File: src/rtl/ram_arbiter.sv
// ram_arbiter: two-requester arbiter in front of a single-port synchronous RAM.
// Each access takes two cycles: ACCESS drives the RAM and pulses GNTn, and
// RESP pulses DONEn and returns the RAM read data.
//
// Ports:
//   CLOCK, RESET           clock; synchronous active-high reset
//   REQ0/1, WE0/1          request and write strobe from requester 0/1
//   ADDR0/1, WDATA0/1      request address / write data
//   GNT0/1                 one-cycle grant pulse (ACCESS cycle)
//   DONE0/1                one-cycle completion pulse (RESP cycle)
//   RDATA                  read data, nonzero only while DONEn is high for a read
//   BUSY                   high in ACCESS and RESP
//   MEM_EN, MEM_WE         RAM enable / write enable, high only in ACCESS
//   MEM_ADDR, MEM_WDATA    RAM address / write data, held between accesses
//   MEM_RDATA              RAM read data, valid one cycle after a read enable
//
// Build option:
//   RAM_ARB_FIXED_PRIORITY_EN  requester 0 always wins simultaneous requests
//                              and the round-robin pointer is not built.
//                              Undefined (default): round-robin arbitration.

module ram_arbiter #(
  parameter int unsigned DATA_W = 8,
  parameter int unsigned ADDR_W = 8
) (
  input  logic              CLOCK,
  input  logic              RESET,
  input  logic              REQ0,
  input  logic              REQ1,
  input  logic              WE0,
  input  logic              WE1,
  input  logic [ADDR_W-1:0] ADDR0,
  input  logic [ADDR_W-1:0] ADDR1,
  input  logic [DATA_W-1:0] WDATA0,
  input  logic [DATA_W-1:0] WDATA1,
  output logic              GNT0,
  output logic              GNT1,
  output logic              DONE0,
  output logic              DONE1,
  output logic [DATA_W-1:0] RDATA,
  output logic              BUSY,
  output logic              MEM_EN,
  output logic              MEM_WE,
  output logic [ADDR_W-1:0] MEM_ADDR,
  output logic [DATA_W-1:0] MEM_WDATA,
  input  logic [DATA_W-1:0] MEM_RDATA
);

  typedef enum logic [1:0] {
    IDLE   = 2'd0,
    ACCESS = 2'd1,
    RESP   = 2'd2
  } state_t;

  state_t            state_q;
  state_t            state_d;

  // Latched transaction: winner (1 = requester 1) and its write strobe.
  logic              winner_q;
  logic              winner_d;
  logic              we_q;
  logic              we_d;

  logic [ADDR_W-1:0] mem_addr_d;
  logic [DATA_W-1:0] mem_wdata_d;

  logic              gnt0_d;
  logic              gnt1_d;
  logic              done0_d;
  logic              done1_d;
  logic              busy_d;
  logic              mem_en_d;
  logic              mem_we_d;

  logic              any_req;
  logic              pick1;
  logic              start;

  assign any_req = REQ0 | REQ1;

  // Arbitration: pick1 says requester 1 wins if an access starts this edge.
`ifdef RAM_ARB_FIXED_PRIORITY_EN
  assign pick1 = REQ1 & ~REQ0;
`else
  // ptr_q names the requester favoured on a tie; it moves to the loser.
  logic ptr_q;
  logic ptr_d;

  assign pick1 = REQ1 & (~REQ0 | ptr_q);
`endif

  // Next-state, transaction latch and registered-output decode.
  always_comb begin
    state_d     = state_q;
    winner_d    = winner_q;
    we_d        = we_q;
    mem_addr_d  = MEM_ADDR;
    mem_wdata_d = MEM_WDATA;
    start       = 1'b0;
`ifndef RAM_ARB_FIXED_PRIORITY_EN
    ptr_d       = ptr_q;
`endif

    case (state_q)
      IDLE, RESP: begin
        if (any_req) begin
          state_d = ACCESS;
          start   = 1'b1;
        end else begin
          state_d = IDLE;
        end
      end
      ACCESS:  state_d = RESP;
      default: state_d = IDLE;
    endcase

    if (start) begin
      winner_d    = pick1;
      we_d        = pick1 ? WE1 : WE0;
      mem_addr_d  = pick1 ? ADDR1 : ADDR0;
      mem_wdata_d = pick1 ? WDATA1 : WDATA0;
`ifndef RAM_ARB_FIXED_PRIORITY_EN
      ptr_d       = ~pick1;
`endif
    end

    // Outputs are registered, so they are decoded from the next state.
    gnt0_d   = start & ~pick1;
    gnt1_d   = start & pick1;
    mem_en_d = start;
    mem_we_d = start & we_d;
    done0_d  = (state_q == ACCESS) & ~winner_q;
    done1_d  = (state_q == ACCESS) & winner_q;
    busy_d   = (state_d != IDLE);
  end

  // State and output registers; reset aborts any access in flight.
  always_ff @(posedge CLOCK) begin
    if (RESET) begin
      state_q   <= IDLE;
      winner_q  <= 1'b0;
      we_q      <= 1'b0;
      GNT0      <= 1'b0;
      GNT1      <= 1'b0;
      DONE0     <= 1'b0;
      DONE1     <= 1'b0;
      BUSY      <= 1'b0;
      MEM_EN    <= 1'b0;
      MEM_WE    <= 1'b0;
      MEM_ADDR  <= '0;
      MEM_WDATA <= '0;
    end else begin
      state_q   <= state_d;
      winner_q  <= winner_d;
      we_q      <= we_d;
      GNT0      <= gnt0_d;
      GNT1      <= gnt1_d;
      DONE0     <= done0_d;
      DONE1     <= done1_d;
      BUSY      <= busy_d;
      MEM_EN    <= mem_en_d;
      MEM_WE    <= mem_we_d;
      MEM_ADDR  <= mem_addr_d;
      MEM_WDATA <= mem_wdata_d;
    end
  end

`ifndef RAM_ARB_FIXED_PRIORITY_EN
  // Round-robin pointer; reset favours requester 0.
  always_ff @(posedge CLOCK) begin
    if (RESET) begin
      ptr_q <= 1'b0;
    end else begin
      ptr_q <= ptr_d;
    end
  end
`endif

  // The RAM returns read data during RESP itself, so RDATA is a pass-through
  // gated by the RESP state; registering it would land one cycle after DONE.
  assign RDATA = ((state_q == RESP) && !we_q) ? MEM_RDATA : '0;

endmodule
File: config.mk
export PLATFORM = sky130hd
export DESIGN_NAME = ram_arbiter
export DESIGN_NICKNAME = d
export VERILOG_FILES = /design/src/rtl/ram_arbiter.sv
export SDC_FILE = /design/constraint.sdc
export NUM_CORES = 1
export LEC_CHECK = 0
export BUFFER_PORTS_ARGS = -buffer_cell sky130_fd_sc_hd__buf_2
export CAP_MARGIN = 10
export CELL_PAD_IN_SITES_DETAIL_PLACEMENT = 1
export CELL_PAD_IN_SITES_GLOBAL_PLACEMENT = 2
export CORE_UTILIZATION = 25
export CTS_CLUSTER_DIAMETER = 120
export CTS_CLUSTER_SIZE = 40
export DETAILED_ROUTE_END_ITERATION = 8
export GPL_TIMING_DRIVEN = 0
export PLACE_DENSITY = 0.93
export SLEW_MARGIN = 20
export SYNTH_ARGS = -nofsm -noshare
export SYNTH_HDL_FRONTEND = slang
export SYNTH_SLANG_ARGS = --single-unit
export TNS_END_PERCENT = 20
File: constraint.sdc
create_clock -name CLOCK -period 2.1 [get_ports CLOCK]
set_input_delay 0.21 -clock CLOCK [delete_from_list [all_inputs] [get_ports CLOCK]]
set_output_delay 0.21 -clock CLOCK [all_outputs]
set_load 0.01 [all_outputs]
After elaboration in Yosys (flattened, before gate mapping)
Cells that the tools add are included.
- flip-flop bits (word level): 28
- logic and storage cells: 40
- output and inout port bits: 31
- multiplexer cells: 9
- reductions and logical operators: 5
- bitwise logic cells: 11
- eq/ne operators: 2
- operators with widths (cell ; number):
    $mux 8 ; 3
    $and 1x1->1 ; 6
    $mux 1 ; 5
    $pmux 2 s2 ; 1
    $not 1->1 ; 3
    $eq 2x1->1 const B ; 1
    $eq 2x2->1 const B ; 1
    $logic_not 2->1 ; 1
    $or 1x1->1 ; 2
    $reduce_bool 2->1 ; 1
    $reduce_or 2->1 ; 1
    $logic_and 1x1->1 ; 1
    $logic_not 1->1 ; 1

Longest topological paths before layout
Gate-level depths: netlist of run 1.
- depth in word-level cells: 6
- depth in mapped cells: 5

Worst setup path before layout of run 1
OpenSTA, ideal clock, no wires.
- path kind: register -> register
- start point: reg state_q[0]
- end point: reg MEM_WDATA[7]
- slack: 0.849 ns
- data arrival time: 1.130 ns
- data required time: 1.978 ns
- cell stages (with the launch flop): 5
- path buffers: 1
- library setup time: 0.122 ns
- cells stage by stage: dfxtp_1 nor2_2 and3_4 buf_6 a221o_1
- word-level cells in the longest chain between the ends: 3
- elaborated cells on any way between the ends: 4
- ends and longest elaborated chain (what ; RTL line ; text):
    from (decl) ; 55 ; state_t state_q;
    from (signal assigned) ; 153 ; state_q <= state_d;
    $eq 2x2->1 or $logic_not 2->1 (tied branches) ; 104 ; case (state_q)
    $reduce_or 2->1 (*) ; 104 ;
    $mux 1 (*) ; 104 ;
    to (signal assigned) ; 164 ; MEM_WDATA <= mem_wdata_d;
    to (decl) ; 45 ; output logic [DATA_W-1:0] MEM_WDATA,
Mark *: on every way between the ends. The rest lies on a longest branch, timed or not.
A chain may end at the register's enable or synchronous reset.

Worst setup path in the final report of run 1
- start point: reg state_q[0]
- end point: out RDATA[6]
- word-level cells in the longest chain between the ends: 3
- ends and longest elaborated chain (what ; RTL line ; text):
    $eq 2x2->1 ; 181 ; assign RDATA = ((state_q == RESP) && !we_q) ? MEM_RDATA : '0;
    $logic_and 1x1->1 ; 181 ;
    $mux 8 ; 181 ;
    to (decl) ; 40 ; output logic [DATA_W-1:0] RDATA,
No other way between the ends.

==> results of run 1 <==
-- path summary, 6_finish.rpt --
path | endpoint
worst min register to register | DONE0
worst max-delay path | RDATA[6]
worst max register to register | MEM_ADDR[2]
worst min-delay path | MEM_ADDR[6]
-- cells by family after synthesis --
family                 share of synthesized area
buffers and inverters                     0.0867
AND/OR/NAND/NOR                            0.255
flip-flops                                 0.468
AO/OA/AOI/OAI                              0.191
-- layer usage --
metal | global-route usage | up-vias | part of all wire
li1 | - | 514 | -
met1 | 0.148 | 474 | 0.41
met2 | 0.249 | 49 | 0.50
met3 | 0.0433 | 2 | 0.078
met4 | 0.0200 | 0 | 0.0060
met5 | 0 | - | 0
-- registers in the layout, summed over array words and instances, names as in the netlist --
name,count
GNT1,1
state_q,2
we_q,1
BUSY,1
DONE0,1
DONE1,1
MEM_WDATA,8
MEM_ADDR,8
winner_q,1
ptr_q,1
MEM_WE,1
GNT0,1
-- cell usage in the layout, fill, tap and decap left out --
master and n:
a21o_1 1, clkbuf_8 3, clkinvlp_4 1, buf_8 1
dfxtp_1 27, a21o_2 1, nor2_1 3, buf_12 1
inv_1 1, a221o_1 17, buf_2 77, nor3b_1 9
nor2_2 1, o21ba_4 1, a22o_2 1, nor3b_2 9
buf_6 5, nand2_1 2, and3_4 1, and3_2 2
and2_1 8, nand2b_1 2, o21a_1 1
-- power by group through the flow --
stage          registers, mW  clock network (mW)  logic (mW)
2_1_floorplan          0.601                   0       0.114
3_3_place_gp           0.584                   0       0.233
3_5_place_dp           0.587                   0       0.237
4_1_cts                0.575               0.314       0.237
5_1_grt                0.580               0.330       0.254
6_report               0.574               0.297       0.233
-- per-stage QoR --
stage	util	total power, mW	hold slack (ns)	instance area [um2]
2_1_floorplan	-	0.715	0.333	1150
4_1_cts	0.376	1.13	0.146	1650
6_report	0.376	1.10	0.152	1650
5_1_grt	0.376	1.16	0.152	1650
3_3_place_gp	0.365	0.818	0.430	1600
3_5_place_dp	0.365	0.824	0.435	1600
-- worst register-to-register path, cell delays in order, from the launching register on --
cell and delay (ns):
dfxtp_1 0.44, nor2_2 0.09, and3_4 0.19, buf_6 0.14
a221o_1 0.34
-- final cells by class --
class                   instances  area [um2]  area share
flip-flops and latches         27         541       0.328
multi-input cells              59         514       0.312
repair buffers                 76         380       0.231
plain buffers                   8        96.3      0.0584
well taps                      52        65.1      0.0395
clock buffers                   3        41.3      0.0250
clock inverters                 1        7.51     0.00455
inverters                       1        3.75     0.00228
==> impl_metrics.toml, run 1 <==
[critical_path]
slowest_delay_ns = 0.55
path_max_fanout = 8
required_ns = 1.89
crit_chain = "nor3b_1, and2_1, buf_2"
endpoint_kind = "primary output"
path_depth = 3
critPathLaunchType = "flop"
crit_family = "simple AND/OR/NAND/NOR gates"
critPathSlowestCell = "nor3b_1"
rr_worst_depth = 4
r2r_slack_ns = 0.79
crit_type = "flop to primary output"
path_buf_inv = 1
r2r-start = "state_q[0]"
crit_arrival_ns = 1.56
startpoint = "state_q[0]"

[logic_synthesis]
yosys.cell_count.top_type = "dfxtp_1"
ys.flop_type = "dfxtp_1"
synth_edf_count = 0
yosys-top-cells-area = "dfxtp_1 (47%), a221o_1 (15%), nor3b_2 (9.8%)"
synth_common_cells = "dfxtp_1 (27), a221o_1 (17), nor3b_1 (9), nor3b_2 (9), and2_1 (8)"
synth_top_area_frac = 0.468
synth_warnings = 0
syn-cell-area_mm2 = 0.00115
yosysUniqueCellTypes = 21
avgSynthCellArea_um2 = 12.2
yosysSeqAreaShare = 0.468
syn_nets = 141
ys_seq_elements = 27
synthArstFlopShare = 0
synth_top_cell_by_area = "dfxtp_1"
synthCells = 95

[cts]
cts_root_buffer = "clkbuf_8"
cts.path.max_buffers = 2
clk_latency_ns = 0.27
cts_sinks = 27
cts_tree = "built"
clk_pin_slew_worst_paths_ns = 0.10
postCtsHoldBufs = 0
postCtsSetupBuffers = 0
ctsHtreeMaxLevel = 1
cts_buffers = 3
cts-resized-gates = 0

[sta]
finalMaxSlewViolations = 0
period_share = 0.841
finalHoldViolations = 0
setup_viol = 0
finalWorstSetupSlack_ns = 0.334
min_period_ns = 1.77
rsz0062_at_grt = "false"
fin_tns_setup_ns = 0
relSlewSlack = 0.589
finClkSkew_ns = 0.0120
worstMarginPinSlew_ns = 0.616
fmax_mhz = 566

[place]
hpwl_um = 2570
dpl.cell_count = 223
gp_congestion = 0.689
place_ws_ns = 0.634
port_buffers = 76

[grt]
grt.total_usage = 0.133
antenna_found_initial = 0
grt_max_degree = 17
grt_pass1_wl_um = 5140
gr-total-overflow = 0
grt_pass1_vias = 1086

[routing]
dr.pass1.iters = 2
initialDrtViolationCount = 17
vias_per_cell = 4.58
routedWlPerCell_um = 14.0
drc = 0
dr_total_vias = 1039
antenna_left = 0
drt_wl_total_um = 3190

[flow_run]
max_cap_viol_count = 0

[hold_path]
hp-start = "ADDR0[6]"
hold_path_class = "input port to flop"
whs_path_depth = 2

[layout]
antenna_cells = 0
layout.cells.non_filler = 227
areaGrowthSynthToFinish_pct = 42.8
final_nets = 222
nFillCells = 527
drive_above_1_share = 0.594

[power_and_ir_drop]
leakagePower_nw = 0.819
ir_drop_mv = 0.343
clkPwrFrac = 0.269
p_int_uw = 818
swShare = 0.259
seq_power_share = 0.520
powerDensity_mw_per_mm2 = 669
p_switching_uw = 286
combinationalPowerShare = 0.211

[floorplan]
ioPinCount = 77
coreArea_mm2 = 0.00438
start_util = 0.263
die_w_um = 70.0
die_h_um = 70.0
num_rows = 24
dieArea_mm2 = 0.00490

[outcome]
outcome = "finished clean"
Power figures use the tool's default switching activity.
==> run 2: changes to the inputs <==
Settings changed: CORE_UTILIZATION 25 to 23, PLACE_DENSITY 0.93 to 0.87.
Clock period 2.1 ns to 1.8 ns, I/O delays scaled along.
==> run 2 against run 1 <==
Net effect:
- die area grew 8.4%
- sequential share of layout area shrank 0.39 points
- critical path depth is the same
- first-iteration DRC count up 120%
- cell count rose by 6.6%
- clock skew decreased by 0.0040 ns
- sequential power up 16%
- utilization is 2.7 points lower
- combinational power rose by 18%
- hold slack worse by 0.026 ns
- final area increased by 1.2%
- largest power group unchanged
==> impl_metrics.toml, run 2 (synthesis results as in run 1) <==
[floorplan]
die_w_um = 72.9
num_rows = 25
start_util = 0.241
dieArea_mm2 = 0.00531
die_h_um = 72.9
coreArea_mm2 = 0.00479
ioPinCount = 77

[cts]
clk_pin_slew_worst_paths_ns = 0.09
postCtsSetupBuffers = 0
cts_buffers = 3
ctsHtreeMaxLevel = 1
clk_latency_ns = 0.27
cts.path.max_buffers = 2
cts_sinks = 27
postCtsHoldBufs = 0
cts_tree = "built"
cts-resized-gates = 0
cts_root_buffer = "clkbuf_8"

[critical_path]
endpoint_kind = "primary output"
crit_type = "flop to primary output"
path_max_fanout = 8
required_ns = 1.62
crit_arrival_ns = 1.34
critPathLaunchType = "flop"

[routing]
dr_total_vias = 1040
drc = 0
vias_per_cell = 4.30
routedWlPerCell_um = 12.8
drt_wl_total_um = 3090
antenna_left = 0
dr.pass1.iters = 4
initialDrtViolationCount = 37

[power_and_ir_drop]
ir_drop_mv = 0.404
p_total_mw = 1.28
powerDensity_mw_per_mm2 = 767
leakagePower_nw = 0.823

[sta]
finClkSkew_ns = 0.00804
fmax_mhz = 659
relSlewSlack = 0.757
fin_tns_setup_ns = 0
period_share = 0.843
setup_viol = 0
worstMarginPinSlew_ns = 0.362
finalHoldViolations = 0
finalMaxSlewViolations = 0
hold_slack_ns = 0.126
rsz0062_at_grt = "false"
min_period_ns = 1.52

[grt]
grt_pass1_vias = 1049
grt_pass1_wl_um = 5130
grt.total_usage = 0.126
gr-total-overflow = 0
grt_max_degree = 15
antenna_found_initial = 0

[place]
port_buffers = 76
dpl.cell_count = 238
gp_congestion = 0.647
hpwl_um = 2450

[hold_path]
hold_path_class = "input port to flop"

[layout]
nFillCells = 568
final_cell_mix = "buf_2 (77), dfxtp_1 (27), a221o_1 (17), nor3b_2 (10)"
final_common_cell = "buf_2"
final_nets = 222
layout.cells.non_filler = 242
antenna_cells = 0
drive_above_1_share = 0.594
largestRegisters = "MEM_ADDR (8), MEM_WDATA (8), state_q (2)"
areaGrowthSynthToFinish_pct = 44.5

[outcome]
outcome = "finished clean"

[flow_run]
max_cap_viol_count = 0
[run 2: cell types whose count changed in the layout (fill, tap and decap cells not counted), sizes merged]
cell,delta
clkinvlp,-1
clkbuf,+1
[run 2: power by group]
part | internal [mW] | switching, mW
Sequential | 0.647 | 0.0206
Combinational | 0.151 | 0.124
Clock | 0.158 | 0.179
Total | 0.956 | 0.324
[run 2: critical path: stages, from the launching register on]
cell and delay, ns:
dfxtp_1 0.38, nor3b_2 0.38, and2_1 0.18, buf_2 0.13
[run 2: stage by stage]
step	setup slack, ns	utilization	area, um2
global route	0.156	0.349	1670
global placement	0.335	0.338	1620
finish	0.283	0.349	1670
CTS	0.0183	0.348	1660
floorplan	0.549	-	1150
detailed placement	0.335	0.338	1620
[run 2: area by class of cell]
| type | count | area, um2 | area share |
|---|---|---|---|
| Sequential cell | 27 | 541 | 0.324 |
| Timing Repair Buffer | 76 | 380 | 0.228 |
| Multi-Input combinational cell | 59 | 519 | 0.311 |
| Clock buffer | 4 | 45.0 | 0.0270 |
| Buffer | 8 | 96.3 | 0.0577 |
| Tap cell | 67 | 83.8 | 0.0502 |
| Inverter | 1 | 3.75 | 0.00225 |
[run 2: metal layers]
layer	wire, um	track usage	vias to the layer above
li1	-	-	516
met1	1380	0.160	471
met2	1420	0.207	51
met3	280	0.0470	2
met4	8	0.0196	0
met5	0	0	-
[run 2: worst paths after layout]
path	startpoint	end	slack (ns)	cells after the start
worst max-delay path	state_q[0]	RDATA[4]	0.28	3
worst min-delay path	WDATA1[7]	MEM_WDATA[7]	0.13	2
worst max register to register	state_q[0]	MEM_WDATA[3]	0.45	4
worst min register to register	winner_q	DONE0	0.45	1
==> run 3: changes to the inputs <==
Settings changed: ABC_AREA from default to 1, CORE_UTILIZATION 23 to 20, PLACE_DENSITY 0.87 to 0.86.
Clock period 1.8 ns to 1.5 ns, I/O delays scaled along.
==> run 3 against run 2 <==
Net effect:
- cell count grew 35%
- final area is 5.1% higher
- largest power group unchanged
- critical path depth up 1
==> impl_metrics.toml, run 3 <==
[outcome]
outcome = "finished clean"

[cts]
clk_pin_slew_worst_paths_ns = 0.10
cts_buffers = 3
clk_latency_ns = 0.27
cts_sinks = 27
ctsHtreeMaxLevel = 1
cts_tree = "built"
cts_root_buffer = "clkbuf_8"
cts.path.max_buffers = 2

[routing]
dr_total_vias = 1361
routedWlPerCell_um = 11.3
vias_per_cell = 4.16
antenna_left = 0
drt_wl_total_um = 3690
dr.pass1.iters = 2
initialDrtViolationCount = 29
drc = 0

[floorplan]
ioPinCount = 77
die_w_um = 80.3
coreArea_mm2 = 0.00592
die_h_um = 80.3
num_rows = 28
dieArea_mm2 = 0.00645
start_util = 0.207

[hold_path]
whs_path_depth = 3
hold_path_class = "input port to flop"

[critical_path]
crit_arrival_ns = 1.18
startpoint = "state_q[0]"
worstReg2RegEnd = "MEM_ADDR[4]"
critPathLaunchType = "flop"
endpoint_kind = "primary output"
r2r-start = "ptr_q"
critPathSlowestCell = "dfxtp_2"
slowest_delay_ns = 0.39
r2r_slack_ns = 0.21
rr_worst_depth = 7
path_max_fanout = 10
cp-endpoint = "RDATA[0]"
crit_chain = "inv_4, nand2_2, nor2_1, buf_2"
required_ns = 1.35
crit_type = "flop to primary output"

[grt]
grt_pass1_wl_um = 5730
grt_pass1_vias = 1283
antenna_found_initial = 0
gr-total-overflow = 0
grt_max_degree = 16
grt.total_usage = 0.116

[power_and_ir_drop]
p_total_mw = 1.60
ir_drop_mv = 0.372
powerDensity_mw_per_mm2 = 912
leakagePower_nw = 1.00

[sta]
rsz0062_at_grt = "false"
min_period_ns = 1.33
period_share = 0.887
fmax_mhz = 752
finalWorstSetupSlack_ns = 0.170
finalMaxSlewViolations = 0
relSlewSlack = 0.614
setup_viol = 0
finClkSkew_ns = 0.00310
worstMarginPinSlew_ns = 0.579
fin_tns_setup_ns = 0
finalHoldViolations = 0

[layout]
nFillCells = 767
final_common_cell = "buf_2"
antenna_cells = 0
drive_above_1_share = 0.385
multi_input_area_um2 = 568
final_nets = 299
largestRegisters = "MEM_ADDR (8), MEM_WDATA (8), state_q (2)"
final_cell_mix = "buf_2 (77), nand2_1 (48), nor2_1 (31), dfxtp_1 (26), inv_1 (19)"
areaGrowthSynthToFinish_pct = 42.9
postLayoutCellArea_mm2 = 0.00175
regArea_um2 = 542

[place]
port_buffers = 76
place_ws_ns = 0.170
gp_congestion = 0.682
hpwl_um = 2940
dpl_cell_area_mm2 = 0.00170

[logic_synthesis]
synthCells = 172
ys.flop_type = "dfxtp_1"
syn-cell-area_mm2 = 0.00123
ys_seq_elements = 27
yosysSeqAreaShare = 0.440
yosysUniqueCellTypes = 20
avgSynthCellArea_um2 = 7.14
synth_edf_count = 0
synth_top_cell_by_area = "dfxtp_1"
syn_nets = 218
yosys-top-cells-area = "dfxtp_1 (44%), nand2_1 (15%), nor2_1 (9.5%)"
synth_top_area_frac = 0.440
synth_warnings = 0
synth_common_cells = "nand2_1 (49), nor2_1 (31), dfxtp_1 (27)"
yosys.cell_count.top_type = "nand2_1"
synthArstFlopShare = 0

[flow_run]
max_cap_viol_count = 0
==> run 3: kinds of logic (layout without fill, tap and decap cells) <==
family | count (synthesis) | in the layout | share of synthesized area
flip-flops | 27 | 27 | 0.440
AND/OR/NAND/NOR | 114 | 114 | 0.432
buffers and inverters | 26 | 106 | 0.0989
AO/OA/AOI/OAI | 5 | 5 | 0.0285
==> run 3: through the flow <==
step                std cells  utilization  hold slack [ns]
finish                    327        0.296           0.0658
global route              327        0.296           0.0640
CTS                       327        0.296           0.0561
detailed placement        323        0.287            0.353
global placement          323        0.287            0.347
floorplan                 172            -            0.233
==> run 3: routing by layer <==
| layer | vias to the layer above | wire length [um] | GRT usage |
|---|---|---|---|
| li1 | 698 | - | - |
| met1 | 616 | 1550 | 0.132 |
| met2 | 45 | 1830 | 0.208 |
| met3 | 2 | 299 | 0.0409 |
| met4 | 0 | 15 | 0.0214 |
| met5 | - | 0 | 0 |
==> run 3: area by class of cell <==
| cell class | count | share of cell area |
|---|---|---|
| buffer | 5 | 0.0243 |
| clock buffer | 3 | 0.0235 |
| clock inverter | 1 | 0.00285 |
| inverter | 21 | 0.0464 |
| multi-input combinational | 119 | 0.324 |
| sequential | 27 | 0.309 |
| tap | 75 | 0.0535 |
| timing repair buffer | 76 | 0.217 |
==> run 3: critical path, delay by kind of cell, from the launching register on <==
| kind | cells | cell delay, ns |
|---|---|---|
| AND/OR/NAND/NOR | 2 | 0.24 |
| buffers and inverters | 2 | 0.28 |
| flip-flops | 1 | 0.39 |
==> run 3: where the power goes <==
group	leakage (nW)	switching (mW)	total, mW	internal [mW]
Combinational	0.751	0.213	0.367	0.154
Sequential	0.223	0.0313	0.810	0.779
Clock	0.0255	0.237	0.423	0.186
==> run 3: what timing repair did <==
action,CTS,global route
endpoints found under the setup margin,8,3
cloned,0,0
setup buffers,0,0
hold buffers,0,0
resized for setup,2,1
==> run 3: how the worst min path moves through the flow <==
stage / start / endpoint / slack, ns
4_1_cts: ADDR0[6] / MEM_ADDR[6] / 0.06
5_1_grt: WDATA0[1] / MEM_WDATA[1] / 0.06
3_3_place_gp: WDATA0[1] / MEM_WDATA[1] / 0.35
2_1_floorplan: RESET / state_q[1] / 0.23
6_report: ADDR0[6] / MEM_ADDR[6] / 0.07
3_5_place_dp: ADDR0[6] / MEM_ADDR[6] / 0.35
